**config.mk**
```make
export PLATFORM = sky130hd
export DESIGN_NAME = btb_fetch_pred
export DESIGN_NICKNAME = d
export VERILOG_FILES = /design/src/rtl/btb_fetch_pred_pkg.sv /design/src/rtl/btb_fetch_pred_fifo.sv /design/src/rtl/btb_fetch_pred.sv
export SDC_FILE = /design/constraint.sdc
export NUM_CORES = 1
export LEC_CHECK = 0
export BUFFER_PORTS_ARGS = -buffer_cell sky130_fd_sc_hd__buf_2
export CORE_AREA = 2 2 160 240
export CTS_CLUSTER_SIZE = 24
export DETAILED_ROUTE_END_ITERATION = 6
export DIE_AREA = 0 0 162 242
export HOLD_SLACK_MARGIN = 0.12
export PLACE_DENSITY = 0.66
export SYNTH_ARGS = -nofsm -noshare
export SYNTH_HDL_FRONTEND = slang
export SYNTH_SLANG_ARGS = --single-unit
```
**constraint.sdc**
```tcl
create_clock -name clk -period 10.5 [get_ports clk]
set_input_delay 0.525 -clock clk [delete_from_list [all_inputs] [get_ports clk]]
set_output_delay 0.525 -clock clk [all_outputs]
set_load 0.01 [all_outputs]
```
**src/rtl/btb_fetch_pred_pkg.sv**
```systemverilog
// Shared types for the fetch-side BTB consumer: BTB entry/update bus layouts
// and the in-flight prediction queue entry.
package btb_fetch_pred_pkg;

  localparam int unsigned ADDR_WIDTH     = 32;
  localparam int unsigned BTB_ENTRY_SIZE = 2 * ADDR_WIDTH;
  localparam int unsigned PRED_QDEPTH    = 4;
  localparam int unsigned PC_INC         = 4;

  // Tag PC sits in the low half, predicted target in the high half.
  typedef struct packed {
    logic [ADDR_WIDTH-1:0] target;
    logic [ADDR_WIDTH-1:0] tag;
  } btb_entry_t;

  typedef struct packed {
    logic [ADDR_WIDTH-1:0] i_addr;
    logic [ADDR_WIDTH-1:0] branch_target;
    logic                  is_taken;
  } br_cntrl_bus_t;

  typedef struct packed {
    logic [ADDR_WIDTH-1:0] pc;
    logic [ADDR_WIDTH-1:0] target;
  } pred_q_entry_t;

endpackage

```
**src/rtl/btb_fetch_pred_fifo.sv**
```systemverilog
// Prediction queue: synchronous FIFO of taken predictions awaiting resolution,
// with a flush that clears it on mispredict.
module btb_fetch_pred_fifo
  import btb_fetch_pred_pkg::*;
#(
  parameter int unsigned DEPTH = PRED_QDEPTH
) (
  input  logic          clk,
  input  logic          rst,
  input  logic          push_i,
  input  logic          pop_i,
  input  logic          flush_i,
  input  pred_q_entry_t din_i,
  output pred_q_entry_t head_o,
  output logic          full_o,
  output logic          empty_o
);

  localparam int unsigned PTR_W = (DEPTH > 1) ? $clog2(DEPTH) : 1;
  localparam int unsigned CNT_W = PTR_W + 1;

  pred_q_entry_t    mem_q [DEPTH];
  logic [PTR_W-1:0] rd_ptr_q, rd_ptr_d;
  logic [PTR_W-1:0] wr_ptr_q, wr_ptr_d;
  logic [CNT_W-1:0] count_q, count_d;
  logic             do_push, do_pop;

  assign full_o  = (count_q == CNT_W'(DEPTH));
  assign empty_o = (count_q == '0);
  assign do_push = push_i && !full_o;
  assign do_pop  = pop_i && !empty_o;
  assign head_o  = mem_q[rd_ptr_q];

  // Power-of-two depth lets the pointers wrap naturally.
  always_comb begin
    rd_ptr_d = rd_ptr_q;
    wr_ptr_d = wr_ptr_q;
    count_d  = count_q;
    if (flush_i) begin
      rd_ptr_d = '0;
      wr_ptr_d = '0;
      count_d  = '0;
    end else begin
      if (do_push) wr_ptr_d = wr_ptr_q + PTR_W'(1);
      if (do_pop)  rd_ptr_d = rd_ptr_q + PTR_W'(1);
      count_d = count_q + CNT_W'(do_push) - CNT_W'(do_pop);
    end
  end

  always_ff @(posedge clk) begin
    if (rst) begin
      rd_ptr_q <= '0;
      wr_ptr_q <= '0;
      count_q  <= '0;
    end else begin
      rd_ptr_q <= rd_ptr_d;
      wr_ptr_q <= wr_ptr_d;
      count_q  <= count_d;
    end
  end

  always_ff @(posedge clk) begin
    if (do_push && !flush_i) mem_q[wr_ptr_q] <= din_i;
  end

endmodule

```
**src/rtl/btb_fetch_pred.sv**
```systemverilog
// Fetch PC owner: follows BTB hits, queues taken predictions, checks them at
// resolution, redirects on mispredict and drives the BTB update bus.
module btb_fetch_pred
  import btb_fetch_pred_pkg::*;
#(
  parameter int unsigned       ADDR_W   = ADDR_WIDTH,
  parameter logic [ADDR_W-1:0] RESET_PC = '0,
  parameter int unsigned       QDEPTH   = PRED_QDEPTH
) (
  input  logic                      clk,
  input  logic                      rst,
  input  logic                      stall_i,
  output logic [ADDR_W-1:0]         pc_o,
  output logic                      pc_valid_o,
  output logic [ADDR_W-1:0]         btb_raddr_o,
  input  logic [BTB_ENTRY_SIZE-1:0] btb_entry_i,
  input  logic                      res_valid_i,
  input  logic [ADDR_W-1:0]         res_pc_i,
  input  logic                      res_taken_i,
  input  logic [ADDR_W-1:0]         res_target_i,
  output logic                      redirect_o,
  output logic [ADDR_W-1:0]         redirect_pc_o,
  output br_cntrl_bus_t             br_cntrl_o,
  output logic                      is_branch_o
);

  logic [ADDR_W-1:0] pc_q, pc_d;
  logic [ADDR_W-1:0] res_inc, pred_next, act_next;
  btb_entry_t        entry;
  pred_q_entry_t     head, push_entry;
  logic              hit, acc, match, push, pop;
  logic              q_full, q_empty;

  assign entry       = btb_entry_t'(btb_entry_i);
  assign hit         = (btb_entry_i != '0) && (entry.tag == pc_q);
  assign pc_o        = pc_q;
  assign btb_raddr_o = pc_q;
  assign pc_valid_o  = !rst && !stall_i && !q_full;
  assign acc         = pc_valid_o && !redirect_o;

  // Resolution check against the oldest queued prediction.
  assign res_inc       = res_pc_i + ADDR_W'(PC_INC);
  assign match         = !q_empty && (head.pc == res_pc_i);
  assign pred_next     = match ? head.target : res_inc;
  assign act_next      = res_taken_i ? res_target_i : res_inc;
  assign redirect_o    = !rst && res_valid_i && (pred_next != act_next);
  assign redirect_pc_o = act_next;

  assign is_branch_o              = !rst && res_valid_i;
  assign br_cntrl_o.i_addr        = res_pc_i;
  assign br_cntrl_o.branch_target = res_target_i;
  assign br_cntrl_o.is_taken      = res_taken_i;

  assign push              = acc && hit;
  assign pop               = res_valid_i && match;
  assign push_entry.pc     = pc_q;
  assign push_entry.target = entry.target;

  always_comb begin
    pc_d = pc_q;
    if (redirect_o)  pc_d = redirect_pc_o;
    else if (!acc)   pc_d = pc_q;
    else if (hit)    pc_d = entry.target;
    else             pc_d = pc_q + ADDR_W'(PC_INC);
  end

  always_ff @(posedge clk) begin
    if (rst) pc_q <= RESET_PC;
    else     pc_q <= pc_d;
  end

  btb_fetch_pred_fifo #(
    .DEPTH (QDEPTH)
  ) u_fifo (
    .clk     (clk),
    .rst     (rst),
    .push_i  (push),
    .pop_i   (pop),
    .flush_i (redirect_o),
    .din_i   (push_entry),
    .head_o  (head),
    .full_o  (q_full),
    .empty_o (q_empty)
  );

endmodule

```
==> qor.yml <==
cells_and_area:
  postLayoutCellArea_mm2: 0.0183
  drive_gt1_share_pct: 30.7
  fillers: 3338
  multi_input_area_mm2: 0.00647
  area_growth_pct: 13.5
  num_antenna_cells: 0
  final_cell_mix: "buf_2, edfxtp_1, xnor2_1"
  layout_commonest_cell: "buf_2"
  final_core_util_pct: 49.1
  regArea_mm2: 0.00852
  stdcell_count: 1978
  final_nets: 1610
sta:
  rsz0062_at_grt: "no"
  final.period_utilization_pct: 63.5
  finClkSkew_ns: 0.00951
  fin_ws_ns: 3.84
  setup_tns_ns: 0
  timing.slew.headroom_pct: 27.8
  tightest_slew_ns: 1.08
  finalMaxSlewViolations: 0
  period_needed_ns: 6.66
  fmax_mhz: 150
  finalHoldViolCount: 0
  holdWs_ns: 0.221
  setup_viol: 0
worst_setup_path:
  slowest_stage: "a211oi_4"
  worstPathMaxFanout: 51
  worstSetupStartpointType: "register"
  cp_slowest_stage_delay_ns: 0.90
  path_cells: "buf_4, mux4_2, xnor2_1, nand4_1, a2111oi_1, nand4_1, a21o_1, a22oi_1, o211a_1, nand4_1, a211oi_4, buf_4"
  end_kind: "register"
  timing.critical_path.mode_cell: "nand4_1"
  critPathArrivalTime_ns: 6.85
  critical_path_class: "reg2reg"
  critical_path_required_ns: 10.69
outcome:
  outcome: "completed"
synthesis:
  ys.flop_type: "edfxtp_1"
  ys_seq_area_share_pct: 52.8
  async_flop_share_pct: 0
  ys_ff_latch: 297
  ys_warn_count: 0
  synth_cell_type_count: 72
  syn_area_mm2: 0.0161
  synth_top_area_share_pct: 47.7
  synthCells: 1280
  syn_nets: 1422
  yosys-top-cells-area: "edfxtp_1, mux4_2, dfxtp_1"
  avgSynthCellArea_um2: 12.6
  synth_edf_count: 256
  synth.largest_area_cell: "edfxtp_1"
placed_design:
  hpwlAfterDp_um: 38600
  portBuffers: 296
  dp_cells: 1928
  routabilityCongestion: 0.893
  placed_cell_area_mm2: 0.0174
  pre_cts_slack_ns: 3.77
grt:
  grt_usage_pct: 26.3
  grt_pass1_vias: 11208
  grt_max_degree: 73
  grt_pass1_wl_um: 75200
  antenna_found_initial: 2
  grt-ovfl-total: 0
power:
  leakage_nw: 6.72
  finalPower_mw: 2.64
  peakVddDrop_mv: 0.0922
  powerDensity_mw_per_mm2: 144
floorplan:
  io_pins: 297
  row_count: 87
  die_y_um: 242
  core_area_mm2: 0.0372
  initial_utilization_pct: 43.3
  die_area_mm2: 0.0392
  fp.dieW_um: 162
route:
  route.antenna.remaining_nets: 0
  drt-initial-drc-count: 1081
  wire_per_inst_um: 26.6
  routed_wirelength_um: 52600
  firstDrtPassIters: 7
  via_count: 11562
  viasPerCell: 5.85
  drc: 0
cts:
  cts_root_buffer: "clkbuf_16"
  post_cts_resized: 0
  clkTransAtPathRegs_ns: 0.07
  numCtsBuffers: 27
  postCtsHoldBufs: 0
  clk_path_buf_depth: 3
  cts_setup_buffers: 0
  clk_latency_ns: 0.56
  cts_num_sinks: 297
  htree_levels: 1
  cts_tree: "done"
hold_path:
  min_path_type: "in2reg"
run:
  maxCapViolCount: 0
==> where the power goes <==
part / switching (mW) / internal [mW]
sequential: 0.0402 / 1.29
clock: 0.453 / 0.554
combinational: 0.188 / 0.111
==> synthesized netlist by cell type, types with 7 or more instances <==
cell type	number
nand4_1	31
mux2i_1	54
buf_4	99
o22ai_1	7
nor4_1	33
a21oi_1	40
nor3_1	14
inv_1	39
buf_2	17
xor2_1	72
mux2_4	12
xnor2_1	88
nand2_1	66
edfxtp_1	256
o21ai_0	22
ha_1	8
and3_1	19
o221ai_1	17
nand3_1	36
mux4_2	58
dfxtp_1	41
clkbuf_1	32
a31oi_1	17
mux2_2	8
and2_1	10
nor2_1	84
and4_1	7
==> flip-flops by register name (all words and copies together) (netlist names), named ones only <==
register         flops
btb_raddr_o         32
u_fifo.count_q       3
u_fifo.mem_q       256
u_fifo.rd_ptr_q      2
u_fifo.wr_ptr_q      2
==> worst max-delay path, delay by kind of cell (launching register included) <==
| kind | cells | cell delay [ns] |
|---|---|---|
| compound gates | 5 | 2.05 |
| buf+inv | 2 | 1.48 |
| flops | 1 | 0.70 |
| xor+xnor | 1 | 0.27 |
| simple gates | 3 | 1.10 |
| mux | 1 | 0.60 |
==> cell families (layout without fill, tap and decap cells) <==
group	Yosys count	in the layout	synth area share, %
mux	132	132	13.1
compound gates	151	151	6.49
flops	297	297	52.8
fa+ha+maj	9	9	0.745
simple gates	330	330	10.5
buf+inv	199	408	7.35
xor+xnor	162	162	8.98
==> worst paths after layout <==
check,start,endpoint,slack (ns),cells past startpoint
worst min register to register,u_fifo.count_q[2],u_fifo.count_q[2],0.57,2
worst max register to register,register,u_fifo.mem_q[0][34],3.84,12
worst max-delay path,register,u_fifo.mem_q[0][34],3.84,12
worst min-delay path,btb_entry_i[53],u_fifo.mem_q[3][21],0.22,1
==> routing by layer <==
layer  track usage (%)  up-vias  share of wire, %
met2              45.1      600                50
met1              32.4     5748                38
met3              3.54      132               6.8
li1                  -     5078                 -
met5                 0        -             0.048
met4              13.0        4               5.2
==> final cells by class <==
cell class / count / area share (%)
flip-flops and latches: 297 / 46.6
multi-input cells: 784 / 35.4
repair buffers: 319 / 9.04
clock buffers: 32 / 3.80
well taps: 489 / 3.35
clock inverters: 18 / 1.06
inverters: 39 / 0.800
(Power assumes the default switching activity.)
